[config.mk]
export PLATFORM = sky130hd
export DESIGN_NAME = rv32_branch_predictor
export DESIGN_NICKNAME = d
export VERILOG_FILES = /design/src/rtl/rv32_branch_predictor.sv
export SDC_FILE = /design/constraint.sdc
export NUM_CORES = 1
export LEC_CHECK = 0
export ABC_CLOCK_PERIOD_IN_PS = 5750
export CELL_PAD_IN_SITES_DETAIL_PLACEMENT = 1
export CELL_PAD_IN_SITES_GLOBAL_PLACEMENT = 2
export CORE_MARGIN = 1.5
export CORE_UTILIZATION = 38
export CTS_CLUSTER_DIAMETER = 30
export DETAILED_ROUTE_END_ITERATION = 12
export PLACE_DENSITY = 0.8
export SYNTH_ARGS = -nofsm -noshare
export SYNTH_HDL_FRONTEND = slang
export SYNTH_SLANG_ARGS = --single-unit
[constraint.sdc]
create_clock -name clk -period 5.75 [get_ports clk]
set_input_delay 0.8625 -clock clk [delete_from_list [all_inputs] [get_ports clk]]
set_output_delay 0.8625 -clock clk [all_outputs]
set_load 0.01 [all_outputs]
[src/rtl/rv32_branch_predictor.sv]
// Bimodal branch predictor: 2-bit saturating counter BHT indexed by PC word address,
// swept to weak-not-taken after reset or clear, with 1-cycle registered lookup.
module rv32_branch_predictor #(
  parameter int unsigned INDEX_BITS = 6
) (
  input  logic        clk,
  input  logic        reset_n,
  input  logic        clear_in,
  input  logic        lookup_valid_in,
  input  logic [31:0] lookup_pc_in,
  input  logic        update_valid_in,
  input  logic [31:0] update_pc_in,
  input  logic        update_taken_in,
  input  logic        update_mispredicted_in,
  output logic        ready_out,
  output logic        predicted_valid_out,
  output logic        predicted_taken_out,
  output logic [31:0] branch_count_out,
  output logic [31:0] mispredict_count_out
);

  localparam int unsigned ENTRIES = 1 << INDEX_BITS;
  localparam int unsigned SWEEP_W = INDEX_BITS + 1;

  typedef enum logic {
    INIT  = 1'b0,
    READY = 1'b1
  } state_t;

  state_t                  state;
  logic [SWEEP_W-1:0]      sweep_idx;
  logic [1:0]              bht [ENTRIES];

  logic [INDEX_BITS-1:0]   lookup_idx;
  logic [INDEX_BITS-1:0]   update_idx;
  logic [INDEX_BITS-1:0]   sweep_wr_idx;
  logic                    sweep_done;
  logic                    sweep_wr;
  logic                    accept;
  logic                    lookup_hit;
  logic [1:0]              cur_ctr;
  logic [1:0]              nxt_ctr;

  assign lookup_idx   = lookup_pc_in[INDEX_BITS+1:2];
  assign update_idx   = update_pc_in[INDEX_BITS+1:2];
  assign sweep_wr_idx = sweep_idx[INDEX_BITS-1:0];
  assign sweep_done   = (sweep_idx == SWEEP_W'(ENTRIES));
  assign sweep_wr     = (state == INIT) && !clear_in && !sweep_done;
  assign accept       = update_valid_in && (state == READY) && !clear_in;
  assign lookup_hit   = lookup_valid_in && (state == READY) && !clear_in;
  assign cur_ctr      = bht[update_idx];

  // Index bits outside the BHT window are intentionally ignored (aliasing).
  logic unused_pc_bits;
  assign unused_pc_bits = ^{lookup_pc_in[31:INDEX_BITS+2], lookup_pc_in[1:0],
                            update_pc_in[31:INDEX_BITS+2], update_pc_in[1:0]};

  // Saturating counter step for the resolved branch.
  always_comb begin
    nxt_ctr = cur_ctr;
    if (update_taken_in) begin
      if (cur_ctr != 2'b11) nxt_ctr = cur_ctr + 2'b01;
    end else begin
      if (cur_ctr != 2'b00) nxt_ctr = cur_ctr - 2'b01;
    end
  end

  // Control FSM, prediction and statistics registers.
  always_ff @(posedge clk or negedge reset_n) begin
    if (!reset_n) begin
      state                <= INIT;
      sweep_idx            <= '0;
      ready_out            <= 1'b0;
      predicted_valid_out  <= 1'b0;
      predicted_taken_out  <= 1'b0;
      branch_count_out     <= '0;
      mispredict_count_out <= '0;
    end else begin
      predicted_valid_out <= lookup_hit;
      predicted_taken_out <= lookup_hit & bht[lookup_idx][1];
      if (accept) begin
        branch_count_out <= branch_count_out + 32'd1;
        if (update_mispredicted_in) mispredict_count_out <= mispredict_count_out + 32'd1;
      end
      case (state)
        INIT: begin
          if (clear_in) begin
            sweep_idx <= '0;
          end else if (sweep_done) begin
            state     <= READY;
            ready_out <= 1'b1;
          end else begin
            sweep_idx <= sweep_idx + SWEEP_W'(1);
          end
        end
        READY: begin
          if (clear_in) begin
            state     <= INIT;
            sweep_idx <= '0;
            ready_out <= 1'b0;
          end
        end
        default: begin
          state     <= INIT;
          sweep_idx <= '0;
          ready_out <= 1'b0;
        end
      endcase
    end
  end

  // BHT storage: contents defined only by the sweep, so no reset here.
  always_ff @(posedge clk) begin
    if (sweep_wr) begin
      bht[sweep_wr_idx] <= 2'b01;
    end else if (accept) begin
      bht[update_idx] <= nxt_ctr;
    end
  end

endmodule

# Yosys cells after proc, flatten, opt, wreduce, memory -nomap -nowiden
# Memory sizes are Yosys's and may differ from the RTL's.
# Index checks and enable logic that the tools add are counted.
op_classes:
  n_addsub: 5
  n_mul: 0
  div: 0
  magnitude_cmp: 0
  eq_ne: 6
  n_shift: 0
  mux: 23
  bitwise: 2
  reduce_logical: 13
op_table:
  columns: ["op", "n"]
  rows:
  - ["32-bit by 1-bit adder with 32-bit output (second input constant)", 2]
  - ["7-bit two-way mux", 3]
  - ["7-bit one-hot mux with 2 select lines", 1]
  - ["1-bit two-way mux", 12]
  - ["2-bit two-way mux", 4]
  - ["2-bit != test (second input constant)", 4]
  - ["7-bit by 1-bit adder with 7-bit output (second input constant)", 1]
  - ["7-bit == test (second input constant)", 1]
  - ["1-bit logical AND", 6]
  - ["6-bit two-way mux", 1]
  - ["1-bit one-hot mux with 2 select lines", 2]
  - ["2-bit AND reduction", 2]
  - ["3-bit != test (second input constant)", 1]
  - ["3-bit AND reduction", 1]
  - ["2-bit by 1-bit adder with 2-bit output (second input constant)", 1]
  - ["1-bit zero test", 2]
  - ["2-bit nonzero test", 1]
  - ["2-bit OR reduction", 1]
  - ["2-bit by 1-bit subtractor with 2-bit output (second input constant)", 1]
  - ["1-bit bitwise AND", 1]
  - ["1-bit NOT", 1]
totals:
  register_bits: 75
  latchBits: 0
  ramBits: 128
  mem_bits_ro: 0
  inputBits: 71
  wordCells: 57
  mem_count: 1
mem_list:
  columns: ["memory", "depth", "word_bits", "read_ports", "rd_ports_with_merged_regs", "wr", "line_no", "rtl"]
  rows:
  - ["bht", 64, 2, 2, 0, 1, "32", "logic [1:0] bht [ENTRIES];"]

# Depth between registers and ports, before layout
# Gate-level depths: netlist (run 1).
logic_depth:
  ltp_word: 7
  depth_mapped: 10
  mapped_depth_nobuf: 8

# Worst setup path before layout (run 1)
# OpenSTA, ideal clock, no wires.
synth_timing:
  path_type: "input to register"
  from: "in update_pc_in[2]"
  to: "mem bht[0][0], data pin"
  arrival_ps: 5211
  t_required_ps: 5048
  slack_ps: -162
  cell_stages: 8
  path_cell_list: "buf_2 buf_2 mux4_2 a22oi_1 a21oi_1 nor4_1 a21oi_1 o21ai_0"
synth_via:
  elab_chain_len: 5
  word_cells_on_any_way: 9
  cone_classes: "2 x add/sub; 1 x eq/ne; 4 x mux; 1 x reduce/logical; 1 x memory"
synth_rtl:
  columns: ["item", "line_no", "rtl"]
  rows:
  - ["from (decl)", "12", "input logic [31:0] update_pc_in,"]
  - ["memory 64 x 2 bit (*)", null, null]
  - ["2-bit by 1-bit subtractor with 2-bit output (tied with other cells)", "64", "if (cur_ctr != 2'b00) nxt_ctr = cur_ctr - 2'b01;"]
  - ["2-bit two-way mux, on equally long branches", "64, 62", null]
  - ["2-bit two-way mux (*)", "61", "if (update_taken_in) begin"]
  - ["2-bit two-way mux (no source line) (*)", null, null]
  - ["to (decl)", "32", null]
# Every way passes the cells marked *; elsewhere a longest branch is shown, timed or not.

# Worst setup path in the final report (run 1)
layout_timing:
  from: "in update_pc_in[5]"
  to: "mem bht[51][1], data pin"
# Same word-level chain as after synthesis.

==> results.tsv, run 1 <==
metric	value	unit
syn2layout_area_growth	29.7	%
fin_total_pwr	4.32	mW
htree_levels	2	
setup_tns	0	ps
switchingPower	0.894	mW
holdPathEnd	mispredict_count_out[31]$_DFFE_PN0P_	
start_util	39.1	%
grt_pass1_vias	6657	
syn_area_per_cell	13.9	sq um
die-area	25300	sq um
ant_nets	0	
die_w	159	um
ctsHoldBuffers	0	
ys_warn_count	0	
rows	56	
grt_usage	19.7	%
met3_usage	4.06	%
reg2reg_slack	2470	ps
synth_cell_types	45	
leakage	4.64	nW
hold_start	mispredict_count_out[31]$_DFFE_PN0P_	
synth_ff_type	edfxtp_1	
startpoint_type	input port	
fmax	238	MHz
cts_sinks	203	
grt_max_degree	76	
synthCells	669	
vias	6056	
cts_tree	yes	
tightest_slew	1220	ps
antenna_found_initial	0	
yosysTopAreaCell	edfxtp_1	
place_congestion	0.818	
dr.pass1.iters	4	
setup_violations	0	
use_met2	34.5	%
dpl.cell_count	1048	
post-cts-setup-buffer-count	0	
cts_buffers	45	
path_clk_slew	50	ps
period_minus_slack	4200	ps
synth-seq-cells	203	
dieHeight	159	um
internal_power	3.42	mW
max_cap_violations	0	
grt_pass1_wl	38400	um
synth_edf_count	128	
clk_path_buf_depth	3	
synth_common_cells	edfxtp_1 (128), nor2_1 (96), dfrtp_1 (75), mux4_2 (53)	
crit_slowest_cell	nor2_2	
rr_worst_depth	6	
clock_latency	520	ps
multi_input_area	3380	sq um
worst_r2r_endpoint	bht[58][0]$_DFFE_PP_	
cts_resized	0	
ios	138	
rsz0062_at_grt	no	
finalNonFillerCells	1131	
async_flop_share	36.9	%
yosysSeqAreaShare	61.7	%
comb_power_share	3.0	%
globalRouteOverflowTotal	0	
hold_viol_final	0	
cp_max_fo	33	
route.detailed.drc	0	
totalWireLength	24400	um
drt_iter0_markers	384	
period_share	73.0	%
wl_per_cell	21.6	um
fillers	2371	
power_density	359	nW/um^2
crit_start	update_pc_in[5]	
critPathMaxStageDelay	920	ps
netlist_area	9270	sq um
final_nets	851	
hpwl	16200	um
yosysMostFrequentCell	edfxtp_1	
drive_gt1_share	17.5	%
seq_power_share	36.0	%
seq_area	5720	sq um
final_util	50.8	%
crit_required	6040	ps
skew	27.9	ps
busiest_layer	met2	
reg2reg_from	state$_DFF_PN0_	
min_path_cells	1	
cpLargestDelayFamily	simple AND/OR/NAND/NOR gates	
critPathKind	in -> reg	
sw_frac_of_total	20.7	%
outcome	complete, no violations	
hp-class	reg -> reg	
diodes	0	
yosys-top-cells-area	edfxtp_1 (41%), dfrtp_1 (20%), mux4_2 (13%)	
drv_slew	0	
slew_headroom	18.6	%
cp-end-kind	flip-flop	
core	23700	sq um
syn_nets	744	
crit_arrival	4490	ps
crit_chain	clkdlybuf4s50_1 -> nor2b_1 -> a22oi_1 -> a211oi_1 -> nor4_1 -> maj3_1 -> nor2_2 -> buf_4	
clkPwrFrac	60.9	%
synth_top_area_share	41.5	%
viasPerCell	5.35	
met1_usage	24.4	%
portBuffers	85	
clock_tree.root_cell	clkbuf_16	
cp_num_buf_inv	2	
ir_worst_vdd	0.000264	V
==> area by class of cell <==
cell class | instances | area share [%]
sequential | 203 | 47.6
multi-input combinational | 423 | 28.1
clock buffer | 53 | 10.1
timing repair buffer | 92 | 7.45
tap | 319 | 3.32
clock inverter | 30 | 3.04
inverter | 11 | 0.343
==> how the worst max path moves through the flow <==
stage | to | cells after the start | slack, ps
floorplan | bht[0][0]$_DFFE_PP_ | 8 | 930
global placement | bht[49][1]$_DFFE_PP_ | 8 | 1160
detailed placement | bht[49][1]$_DFFE_PP_ | 8 | 1030
CTS | bht[37][1]$_DFFE_PP_ | 8 | 1530
global route | bht[38][1]$_DFFE_PP_ | 8 | 1250
finish | bht[51][1]$_DFFE_PP_ | 8 | 1550
==> registers in the layout, indices dropped and copies added, names as in the netlist <==
name                  cells
sweep_idx                 7
predicted_valid_out       1
ready_out                 1
branch_count_out         32
predicted_taken_out       1
mispredict_count_out     32
bht                     128
state                     1
==> through the flow <==
stage | worst slack, ps | hold slack (ps) | cell area, sq um
3_5_place_dp | 1030 | 467 | 10400
5_1_grt | 1250 | 509 | 12000
2_1_floorplan | 931 | 504 | 9270
3_3_place_gp | 1160 | 457 | 10400
6_report | 1550 | 485 | 12000
4_1_cts | 1530 | 491 | 12000
==> layer usage <==
layer / part of all wire, % / up-vias
met5: 0 / -
met4: 1.9 / 0
met3: 5.6 / 44
met2: 51 / 178
met1: 42 / 3111
li1: - / 2723
==> cells in the final DEF, fill, tap and decap left out, types with 4 or more instances in the layout <==
cell and instances:
nand4_1 13, a22oi_1 15, bufinv_16 7, nor2_1 95
clkinvlp_4 6, mux4_2 53, clkinv_1 7, ha_1 4
buf_4 8, and3_1 15, nand2_1 46, clkdlybuf4s50_1 83
dfrtp_1 75, clkinv_4 4, or3_1 10, clkbuf_16 46
nand2b_1 4, xnor2_1 46, clkbuf_8 4, xor2_1 22
nor2b_1 5, edfxtp_1 128, nand3_1 38, inv_1 11
a21oi_1 11, nor4_1 5, and4_1 6
==> kinds of logic (layout without fill, tap and decap cells) <==
kind of cell / Yosys count / count (layout) / share of synthesized area, %
AO/OA/AOI/OAI: 40 / 40 / 2.91
XOR/XNOR: 68 / 68 / 6.42
adder cells (fa/ha/maj): 5 / 5 / 0.648
buffers and inverters: 43 / 186 / 1.97
flip-flops: 203 / 203 / 61.7
multiplexers: 56 / 56 / 13.2
AND/OR/NAND/NOR: 254 / 254 / 13.1
==> power by group through the flow <==
stage	Clock (mW)	Sequential (mW)	Combinational, mW
2_1_floorplan	0	1.58	0.0727
3_5_place_dp	0	1.58	0.132
4_1_cts	2.67	1.55	0.133
6_report	2.63	1.55	0.131
5_1_grt	2.74	1.55	0.142
3_3_place_gp	0	1.58	0.129
Note: power is estimated with default switching activity, not from simulation.
==> run 2, diff against run 1 <==
--- a/config.mk
+++ b/config.mk
@@ -5,7 +5,7 @@
 export SDC_FILE = /design/constraint.sdc
 export NUM_CORES = 1
 export LEC_CHECK = 0
-export ABC_CLOCK_PERIOD_IN_PS = 5750
+export ABC_CLOCK_PERIOD_IN_PS = 4400
 export CELL_PAD_IN_SITES_DETAIL_PLACEMENT = 1
 export CELL_PAD_IN_SITES_GLOBAL_PLACEMENT = 2
 export CORE_MARGIN = 1.5
==> constraint.sdc (replaced) <==
create_clock -name clk -period 4.4 [get_ports clk]
set_input_delay 0.66 -clock clk [delete_from_list [all_inputs] [get_ports clk]]
set_output_delay 0.66 -clock clk [all_outputs]
set_load 0.01 [all_outputs]
==> results.tsv, run 2 (same netlist as run 1, synthesis figures left out) <==
metric	value	unit	change
outcome	complete, no violations		
pre_cts_ws	546	ps	-488 ps
grt_usage	19.7	%	+0.048 points
cts_tree	yes		
leakage	4.73	nW	+1.9%
portBuffers	85		unchanged
fmax	304	MHz	
dpl.cell_count	1056		+0.76%
ctsHoldBuffers	0		unchanged
clkPwrFrac	61.2	%	+0.3 points
place_congestion	0.825		+0.90%
sw_frac_of_total	20.7	%	-0.065 points
die-area	25300	sq um	unchanged
layout_commonest_cell	edfxtp_1		
period_share	74.7	%	
final_nets	861		+1.2%
crit_required	4620	ps	-1420 ps
hpwl	16900	um	+4.6%
wl_per_cell	21.4	um	-0.64%
internal_power	4.52	mW	+32%
power_density	469	nW/um^2	+31%
globalRouteOverflowTotal	0		unchanged
path_clk_slew	40	ps	about the same
crit_arrival	3500	ps	-990 ps
fillers	2375		+0.17%
syn2layout_area_growth	31.1	%	
grt_max_degree	76		unchanged
skew	20.8	ps	-7.13 ps
grt_pass1_vias	6744		+1.3%
reg2reg_from	state$_DFF_PN0_		
grt_pass1_wl	38700	um	+0.54%
hp-class	in -> async		
clock_latency	530	ps	about the same
vias	6132		+1.3%
rows	56		unchanged
cp-end-kind	flip-flop		
core	23700	sq um	unchanged
setup_tns	0	ps	unchanged
diodes	0		unchanged
route.detailed.drc	0		unchanged
die_w	159	um	unchanged
switchingPower	1.18	mW	+32%
startpoint_type	input port		
cts_buffers	47		+4.4%
drive_gt1_share	19.1	%	+1.6 points
critPathKind	in -> reg		
cts_resized	0		unchanged
drv_slew	0		unchanged
top_register	bht		
post-cts-setup-buffer-count	0		unchanged
antenna_found_initial	0		unchanged
clock_tree.root_cell	clkbuf_16		
top_regs	bht (128), branch_count_out (32), mispredict_count_out (32)		
start_util	39.1	%	unchanged
hold_viol_final	0		unchanged
comb_power_share	3.1	%	about the same
viasPerCell	5.36		+0.19%
finalNonFillerCells	1143		+1.1%
seq_power_share	35.7	%	-0.3 points
largest_reg_flops	128		unchanged
period_minus_slack	3290	ps	
dr.pass1.iters	4		unchanged
crit_start	update_pc_in[5]		
htree_levels	2		unchanged
dieHeight	159	um	unchanged
final_cell_mix	edfxtp_1 (128), nor2_1 (95), clkdlybuf4s50_1 (83)		
max_cap_violations	0		unchanged
rsz0062_at_grt	no		
ir_worst_vdd	0.000269	V	+2.0%
cp_max_fo	52		+58%
drt_iter0_markers	312		-19%
totalWireLength	24500	um	+0.41%
cts_sinks	203		unchanged
slew_headroom	25.3	%	+6.8 points
ant_nets	0		unchanged
fin_ws	1110	ps	-438 ps
ios	138		unchanged
setup_violations	0		unchanged
tightest_slew	1110	ps	-112 ps
clk_path_buf_depth	3		unchanged
-- run 2: cell types whose count changed in the layout (fill, tap and decap cells not counted), sizes merged --
| cell | delta |
|---|---|
| buf | +8 |
| clkbuf | +2 |
| clkinv | +2 |
-- run 2: worst paths after layout --
kind	slack [ps]	end	cells after the start
max in group asynchronous	3470	sweep_idx[3]$_DFFE_PN0N_	1
setup / recovery	1110	bht[36][0]$_DFFE_PP_	9
min in group clk	470	branch_count_out[31]$_DFFE_PN0N_	1
hold reg to reg	470	branch_count_out[31]$_DFFE_PN0N_	1
setup reg to reg	1430	branch_count_out[31]$_DFFE_PN0N_	6
hold / removal	280	branch_count_out[21]$_DFFE_PN0N_	1
-- run 2: metal layers --
metal	track usage (%)	up-vias	share of wire [%]
li1	-	2748	-
met5	0	-	0
met3	3.44	48	4.4
met2	33.7	149	51
met4	6.69	0	2.4
met1	25.4	3187	42
-- run 2: final cells by class --
type / instances / area [sq um] / area share [%]
Tap cell: 319 / 399 / 3.28
Inverter: 11 / 41.3 / 0.340
Timing Repair Buffer: 100 / 993 / 8.17
Clock buffer: 55 / 1250 / 10.3
Clock inverter: 32 / 372 / 3.06
Sequential cell: 203 / 5720 / 47.1
Multi-Input combinational cell: 423 / 3380 / 27.8
-- run 2: power groups by stage --
stage / combinational (mW) / clock, mW / sequential, mW
global route: 0.191 / 3.64 / 2.03
floorplan: 0.0952 / 0 / 2.06
CTS: 0.180 / 3.54 / 2.03
global placement: 0.173 / 0 / 2.06
finish: 0.177 / 3.49 / 2.03
detailed placement: 0.178 / 0 / 2.06
-- run 2: stage by stage --
stage          hold WS, ps  power (mW)  util [%]  cell area, sq um
6_report               279        5.70      51.3             12200
4_1_cts                328        5.76      51.3             12200
3_5_place_dp           460        2.24      44.5             10500
2_1_floorplan          364        2.16         -              9280
3_3_place_gp           457        2.24      44.5             10500
5_1_grt                357        5.87      51.3             12200
-- run 2: worst max-delay path: stages --
cell,delay [ps]
clkdlybuf4s50_1,750
nor2b_1,180
buf_4,210
a22oi_1,310
a21oi_1,150
or4_1,560
a21oi_1,250
o21ai_4,160
buf_12,200
==> run 3, diff against run 2 <==
--- a/config.mk
+++ b/config.mk
@@ -5,14 +5,14 @@
 export SDC_FILE = /design/constraint.sdc
 export NUM_CORES = 1
 export LEC_CHECK = 0
-export ABC_CLOCK_PERIOD_IN_PS = 4400
+export ABC_CLOCK_PERIOD_IN_PS = 2950
 export CELL_PAD_IN_SITES_DETAIL_PLACEMENT = 1
 export CELL_PAD_IN_SITES_GLOBAL_PLACEMENT = 2
 export CORE_MARGIN = 1.5
-export CORE_UTILIZATION = 38
+export CORE_UTILIZATION = 34
 export CTS_CLUSTER_DIAMETER = 30
 export DETAILED_ROUTE_END_ITERATION = 12
-export PLACE_DENSITY = 0.8
+export PLACE_DENSITY = 0.76
 export SYNTH_ARGS = -nofsm -noshare
 export SYNTH_HDL_FRONTEND = slang
 export SYNTH_SLANG_ARGS = --single-unit
==> constraint.sdc (replaced) <==
create_clock -name clk -period 2.95 [get_ports clk]
set_input_delay 0.4425 -clock clk [delete_from_list [all_inputs] [get_ports clk]]
set_output_delay 0.4425 -clock clk [all_outputs]
set_load 0.01 [all_outputs]
==> results.tsv, run 3 (same netlist as run 1, synthesis figures left out) <==
metric	value	unit	change
top_regs	bht (128), branch_count_out (32), mispredict_count_out (32)		
startpoint_type	input port		
dr.max_layer_used	met4		
drv_slew	0		unchanged
fin_total_pwr	9.00	mW	+58%
globalRouteOverflowTotal	0		unchanged
grt_max_degree	76		unchanged
cts_tree	yes		
antenna_found_initial	0		unchanged
final_nets	918		+6.6%
reg2reg_slack	260	ps	-1170 ps
power_density	699	nW/um^2	+49%
largest_reg_flops	128		unchanged
final_util	47.9	%	-3.4 points
critPathKind	in -> reg		
post-cts-setup-buffer-count	0		unchanged
final_area	12900	sq um	+5.9%
route.detailed.drc	0		unchanged
wl_per_cell	20.7	um	-3.3%
sw_frac_of_total	22.6	%	+2.0 points
top_register	bht		
place_congestion	0.831		+0.64%
met2_length	12500	um	+0.36%
drive_gt1_share	24.8	%	+5.7 points
period_minus_slack	2740	ps	
syn2layout_area_growth	38.9	%	
dpl.cell_count	1131		+7.1%
max_cap_violations	0		unchanged
clk_path_buf_depth	3		unchanged
comb_power_share	3.6	%	+0.5 points
start_util	34.5	%	-4.7 points
cp-end-kind	flip-flop		
hold_viol_final	0		unchanged
rsz0062_at_grt	no		
cp_max_fo	24		-54%
cts_resized	0		unchanged
dieHeight	168	um	+5.6%
hp-class	in -> async		
final_cell_mix	edfxtp_1 (128), nor2_1 (95), clkdlybuf4s50_1 (83)		
multi_input_area	3400	sq um	+0.44%
finalNonFillerCells	1225		+7.2%
crit_chain	clkdlybuf4s50_1 -> buf_4 -> mux4_2 -> a22oi_1 -> a31oi_1 -> or4_1 -> a21oi_2 -> o21ai_4 -> buf_12		
clock_latency	550	ps	+20 ps
ir_worst_vdd	0.000492	V	+83%
grt_usage	18.8	%	-0.93 points
diodes	0		unchanged
seq_area	5720	sq um	unchanged
critPathMaxStageDelay	590	ps	-160 ps
setup_violations	0		unchanged
die-area	28300	sq um	+12%
die_w	168	um	+5.6%
clkPwrFrac	62.7	%	+1.5 points
crit_required	3220	ps	-1400 ps
seq_power_share	33.7	%	-2.0 points
tightest_slew	984	ps	-124 ps
placed_area	11100	sq um	+5.4%
core	26900	sq um	+13%
fillers	2701		+14%
pre_cts_ws	-273	ps	-819 ps
switchingPower	2.04	mW	+73%
grt_pass1_vias	7141		+5.9%
internal_power	6.96	mW	+54%
drt_iter0_markers	365		+17%
totalWireLength	25400	um	+3.6%
hold_slack	62.7	ps	-216 ps
vias	6275		+2.3%
outcome	complete, no violations		
slew_headroom	34.4	%	+9.1 points
viasPerCell	5.12		-4.5%
grt_pass1_wl	40700	um	+5.4%
ios	138		unchanged
setup_tns	0	ps	unchanged
ctsHoldBuffers	0		unchanged
path_clk_slew	40	ps	about the same
crit_slowest_cell	or4_1		
dr.pass1.iters	4		unchanged
clock_tree.root_cell	clkbuf_16		
rows	60		+7.1%
htree_levels	2		unchanged
fin_ws	213	ps	-901 ps
wl_met3	1550	um	+43%
hpwl	17300	um	+2.4%
layout_commonest_cell	edfxtp_1		
period_share	92.8	%	
cts_sinks	203		unchanged
wl_met1	10600	um	+2.3%
leakage	5.10	nW	+7.9%
skew	25.4	ps	+4.63 ps
portBuffers	85		unchanged
cts_buffers	51		+8.5%
ant_nets	0		unchanged
crit_arrival	3010	ps	-490 ps
fmax	365	MHz	
[run 3: changes by cell type in the layout (fill, tap and decap cells not counted), sizes merged]
| cell | before | now |
|---|---|---|
| buf | 17 | 70 |
| inv | 13 | 24 |
| clkinvlp | 6 | 3 |
| clkbuf | 55 | 53 |
| clkinv | 17 | 19 |
| bufinv | 7 | 6 |
[run 3: final timing paths]
check,startpoint,cells past startpoint,end
min reg2reg,branch_count_out[31]$_DFFE_PN0N_,1,branch_count_out[31]$_DFFE_PN0N_
max,update_pc_in[4],9,bht[40][0]$_DFFE_PP_
min in group clk,branch_count_out[31]$_DFFE_PN0N_,1,branch_count_out[31]$_DFFE_PN0N_
max in group asynchronous,reset_n,1,mispredict_count_out[11]$_DFFE_PN0P_
min,reset_n,1,branch_count_out[21]$_DFFE_PN0N_
max reg2reg,bht[51][1]$_DFFE_PP_,7,bht[40][0]$_DFFE_PP_
[run 3: critical path, delay by kind of cell]
kind / cells / cell delay [ps]
AOI/OAI and AO/OA: 4 / 780
buffers and inverters: 3 / 870
muxes: 1 / 310
and+or+nand+nor: 1 / 590
[run 3: layout make-up]
cell class,count,area share (%)
Clock buffer,53,10.1
Clock inverter,41,3.63
Inverter,11,0.321
Multi-Input combinational cell,423,26.4
Sequential cell,203,44.4
Tap cell,341,3.31
Timing Repair Buffer,153,11.8
[run 3: power by group through the flow]
stage | registers, mW | clock network [mW] | logic [mW]
2_1_floorplan | 3.08 | 0 | 0.152
4_1_cts | 3.03 | 5.74 | 0.330
5_1_grt | 3.03 | 5.89 | 0.353
6_report | 3.03 | 5.64 | 0.327
3_5_place_dp | 3.08 | 0 | 0.325
3_3_place_gp | 3.08 | 0 | 0.318
[run 3: routing by layer]
layer  up-vias  GRT usage (%)
li1       2855              -
met1      3159           23.5
met2       208           32.0
met3        53           4.16
met4         0           6.99
met5         -              0
